--- src/rtl/board_reset_button_ctrl.sv ---
// Board reset sequencer and push-button conditioner (sync, debounce, press pulses, stretched reset).
// Optional macro BOARD_BUTTON_RESET_EN makes a debounced press of button RESET_BTN a reset trigger.
module board_reset_button_ctrl #(
    parameter int N_BUTTONS         = 4,
    parameter int SYNC_STAGES       = 2,
    parameter int DEBOUNCE_CYCLES   = 500000,
    parameter int RESET_HOLD_CYCLES = 1024,
    parameter int RESET_BTN         = 0
) (
    input  logic                 clk,
    input  logic                 rst,
    input  logic [N_BUTTONS-1:0] btn_n,
    input  logic                 sys_rst_req,
    output logic [N_BUTTONS-1:0] btn,
    output logic [N_BUTTONS-1:0] btn_press,
    output logic                 sys_rst_n,
    output logic [7:0]           rst_count
);

    localparam int DW = $clog2(DEBOUNCE_CYCLES + 1);
    localparam int HW = $clog2(RESET_HOLD_CYCLES + 1);
    localparam logic [DW-1:0] DB_LAST   = DW'(DEBOUNCE_CYCLES - 1);
    localparam logic [HW-1:0] HOLD_LAST = HW'(RESET_HOLD_CYCLES - 1);

    for (genvar i = 0; i < N_BUTTONS; i++) begin : g_chan
        logic [SYNC_STAGES-1:0] sync_q;
        logic [DW-1:0]          db_cnt;
        logic                   btn_q;
        logic                   press_q;
        logic                   s;

        assign s            = ~sync_q[SYNC_STAGES-1];
        assign btn[i]       = btn_q;
        assign btn_press[i] = press_q;

        always_ff @(posedge clk or posedge rst) begin
            if (rst) begin
                sync_q  <= '1;
                db_cnt  <= '0;
                btn_q   <= 1'b0;
                press_q <= 1'b0;
            end else begin
                sync_q  <= {sync_q[SYNC_STAGES-2:0], btn_n[i]};
                press_q <= 1'b0;
                // Any cycle agreeing with the current level restarts qualification.
                if (s == btn_q) begin
                    db_cnt <= '0;
                end else if (db_cnt == DB_LAST) begin
                    btn_q   <= s;
                    press_q <= s;
                    db_cnt  <= '0;
                end else begin
                    db_cnt <= db_cnt + 1'b1;
                end
            end
        end
    end

    logic trigger;
`ifdef BOARD_BUTTON_RESET_EN
    assign trigger = sys_rst_req | btn_press[RESET_BTN];
`else
    assign trigger = sys_rst_req;
`endif

    typedef enum logic {StHold, StRun} state_t;
    state_t        state_q;
    logic [HW-1:0] hold_cnt;

    always_ff @(posedge clk or posedge rst) begin
        if (rst) begin
            state_q   <= StHold;
            hold_cnt  <= '0;
            sys_rst_n <= 1'b0;
            rst_count <= 8'd0;
        end else begin
            case (state_q)
                StHold: begin
                    sys_rst_n <= 1'b0;
                    // A trigger at terminal count wins and restarts the hold window.
                    if (trigger) begin
                        hold_cnt <= '0;
                    end else if (hold_cnt == HOLD_LAST) begin
                        state_q   <= StRun;
                        sys_rst_n <= 1'b1;
                    end else begin
                        hold_cnt <= hold_cnt + 1'b1;
                    end
                end
                StRun: begin
                    sys_rst_n <= 1'b1;
                    if (trigger) begin
                        state_q   <= StHold;
                        hold_cnt  <= '0;
                        sys_rst_n <= 1'b0;
                        if (rst_count != 8'hFF) rst_count <= rst_count + 8'd1;
                    end
                end
                default: state_q <= StHold;
            endcase
        end
    end

endmodule

--- config.mk ---
export PLATFORM = sky130hd
export DESIGN_NAME = board_reset_button_ctrl
export DESIGN_NICKNAME = d
export VERILOG_FILES = /design/src/rtl/board_reset_button_ctrl.sv
export SDC_FILE = /design/constraint.sdc
export NUM_CORES = 1
export LEC_CHECK = 0
export ABC_AREA = 1
export ABC_CLOCK_PERIOD_IN_PS = 7800
export CORE_ASPECT_RATIO = 1.5
export CORE_MARGIN = 2
export CORE_UTILIZATION = 55
export CTS_CLUSTER_SIZE = 14
export DETAILED_ROUTE_END_ITERATION = 12
export GPL_TIMING_DRIVEN = 0
export HOLD_SLACK_MARGIN = 0.15
export PLACE_DENSITY = 0.73
export SYNTH_ARGS = -nofsm -noshare
export SYNTH_HDL_FRONTEND = slang
export SYNTH_SLANG_ARGS = --single-unit
--- constraint.sdc ---
create_clock -name clk -period 7.8 [get_ports clk]
set_input_delay 1.56 -clock clk [delete_from_list [all_inputs] [get_ports clk]]
set_output_delay 1.56 -clock clk [all_outputs]
set_load 0.1 [all_outputs]
==> flow_metrics.tcl <==
set metrics [dict create \
    max_freq_mhz 280 \
    htreeDepth 3 \
    cp_num_buf_inv 2 \
    endpoint_kind "output port" \
    arrival_ns 2.01 \
    r2r-end "g_chan[0].db_cnt[0]" \
    overflow 0 \
    grt_max_degree 59 \
    slowest_stage "clkdlybuf4s50_1" \
    hold_viol_final 0 \
    cellLeakagePower_nw 3.05 \
    synth_area_um2 6270 \
    antenna_cells 0 \
    drc 0 \
    synthCells 814 \
    wl_met1_um 5110 \
    avgViaCountPerCell 5.17 \
    crit_family "buffers and inverters" \
    worst_hold_path.endpoint "g_chan[1].sync_q[1]" \
    fp-row-count 47 \
    n_fill_cell 995 \
    setup_viol_count_final 0 \
    clk_pin_slew_ns 0.07 \
    r2r_setup_slack_ns 6.12 \
    synth_fa_ha_area_share_pct 1.20 \
    final_nets 862 \
    final_cell_mix "nand2_1, nor2_1, dfrtp_1, inv_1, nand3_1" \
    ir_drop_mv 0.135 \
    io_pins 24 \
    crit_chain "buf_4, clkdlybuf4s50_1" \
    fin_skew_ns 0.00853 \
    critPathKind "flip-flop to output port" \
    post_cts_buffers 0 \
    start_util_pct 56.7 \
    cts_resized 0 \
    antenna_found_initial 0 \
    critPathMaxFanout 4 \
    fin_crit_ns 3.57 \
    worstMarginPinSlew_ns 0.973 \
    clock_sinks 112 \
    cts_buffers 9 \
    synth_cell_types 34 \
    drt-initial-drc-count 311 \
    ff2ff_path_depth 8 \
    clockBufferDepth 2 \
    power_density_nw_per_um2 158 \
    numPortBuffers 23 \
    maxSlewHeadroom_pct 34.9 \
    top_layer "met4" \
    drive_gt1_share_pct 11.2 \
    synth-simple-area-share_pct 38.1 \
    hpwl_um 9060 \
    synthXorXnorAreaFrac_pct 5.87 \
    dp.cells 985 \
    yosys_register_bits 112 \
    yosysSeqAreaShare_pct 44.9 \
    start_kind "flip-flop" \
    drv_cap 0 \
    tns_ns 0 \
    dr.pass1.iters 5 \
    outcome "complete, no violations" \
    die_area_um2 12300 \
    synth_top_family_by_area "simple AND/OR/NAND/NOR gates" \
    root_buffer "clkbuf_16" \
    hold_class "flip-flop to flip-flop" \
    syn-num-nets 827 \
    critPathMaxStageDelay_ns 1.12 \
    r2r-start "g_chan[0].db_cnt[0]" \
    layout_commonest_cell "nand2_1" \
    rsz0062_at_grt "false" \
    vias 5180 \
    avgSynthCellArea_um2 7.70 \
    met2_length_um 6770 \
    wl_met3_um 355 \
    gp_congestion 0.919 \
    min_path_cells 0 \
    ys_warn_count 0 \
    synth_compound_area_share_pct 2.64 \
    cts_tree "yes" \
    wirelength_um 12500 \
    dieHeight_um 135 \
    synth.area.mux_share_pct 0 \
    cts_hold_buf 0 \
    syn_to_final_growth_pct 11.9 \
    drtAntennaViolNets 0 \
    clk_latency_ns 0.35 \
    die_width_um 91.2 \
    grt_pass1_vias 5254 \
    min_from "g_chan[1].sync_q[0]" \
    required_ns 6.24 \
    grt_pass1_wl_um 22300 \
    post_drt_wl_per_cell_um 12.4 \
    finalCritPeriodShare_pct 45.8 \
    final_cells 1001 \
    drv_slew 0 \
    track_usage_pct 21.8 \
    core-area_um2 11100 \
]
worst register-to-register path, cell delays in order (launching register included):
cell and delay (ns):
dfrtp_1 0.40, ha_1 0.27, nand2_1 0.13, nor2_4 0.17, nand3_1 0.11, nor2_1 0.19, nor2_2 0.10, inv_2 0.13
nor2_1 0.06
registers in the layout, indices dropped and copies added (netlist names):
signal / count
state_q: 1
g_chan.sync_q: 8
rst_count: 8
g_chan.db_cnt: 76
g_chan.press_q: 4
g_chan.btn_q: 4
hold_cnt: 11
cell families after synthesis:
logic type               after synthesis
XOR/XNOR                              42
flip-flops                           112
buffers and inverters                113
adder cells (fa/ha/maj)                6
AO/OA/AOI/OAI                         28
AND/OR/NAND/NOR                      513
stage by stage:
stage	hold WS [ns]	area, um2	setup WS [ns]	power, W	util (%)
2_1_floorplan	0.345	6270	3.29	0.000634	-
3_3_place_gp	0.346	6680	1.74	0.000646	60.4
3_5_place_dp	0.349	6710	4.59	0.000651	60.7
4_1_cts	0.360	7010	4.21	0.00112	63.4
5_1_grt	0.362	7010	4.18	0.00115	63.4
6_report	0.357	7010	4.23	0.00111	63.4
cell usage after synthesis, drive strengths merged:
cell type | n | share of area, %
nand2 | 204 | 13
nor2 | 204 | 15
dfrtp | 104 | 42
inv | 101 | 6.1
nand3 | 63 | 6.3
xor2 | 36 | 5.0
nand4 | 20 | 2.0
o21ai | 16 | 1.3
nor3 | 13 | 1.2
buf | 8 | 0.96
dfstp | 8 | 3.4
a21oi | 7 | 0.56
ha | 6 | 1.2
nor3b | 6 | 0.72
xnor2 | 6 | 0.84
a211oi | 3 | 0.36
clkbuf | 2 | 0.12
clkinv | 2 | 0.20
or2 | 2 | 0.20
a31o | 1 | 0.14
and2 | 1 | 0.10
o21bai | 1 | 0.30
report_power, final:
part           internal (W)  switching [W]   total, W
combinational     0.0000124      0.0000283  0.0000407
sequential         0.000590     0.00000767   0.000598
clock              0.000252       0.000217   0.000469
total              0.000855       0.000253    0.00111
worst max-delay path by stage:
| stage | start | endpoint | slack, ns | depth (start not counted) |
|---|---|---|---|---|
| after floorplan | rst | g_chan[0].btn_q | 3.29 | 1 |
| after global placement | rst | rst_count[1] | 1.74 | 2 |
| after detailed placement | g_chan[2].btn_q | btn[2] | 4.59 | 2 |
| after CTS | g_chan[2].btn_q | btn[2] | 4.21 | 2 |
| after global routing | g_chan[2].btn_q | btn[2] | 4.18 | 2 |
| final | g_chan[2].btn_q | btn[2] | 4.23 | 2 |
layer usage:
layer | up-vias | track usage, %
met5 | - | 0
met4 | 0 | 8.16
met3 | 19 | 3.29
met2 | 99 | 40.5
met1 | 2472 | 25.2
li1 | 2590 | -
area by class of cell:
class	instances	area (um2)	area share [%]
Timing Repair Buffer	24	258	3.67
Tap cell	147	184	2.62
Multi-Input combinational cell	589	2990	42.7
Clock buffer	9	225	3.21
Buffer	10	67.6	0.963
Clock inverter	7	78.8	1.12
Inverter	103	394	5.62
Sequential cell	112	2810	40.1
(Power assumes the default switching activity.)
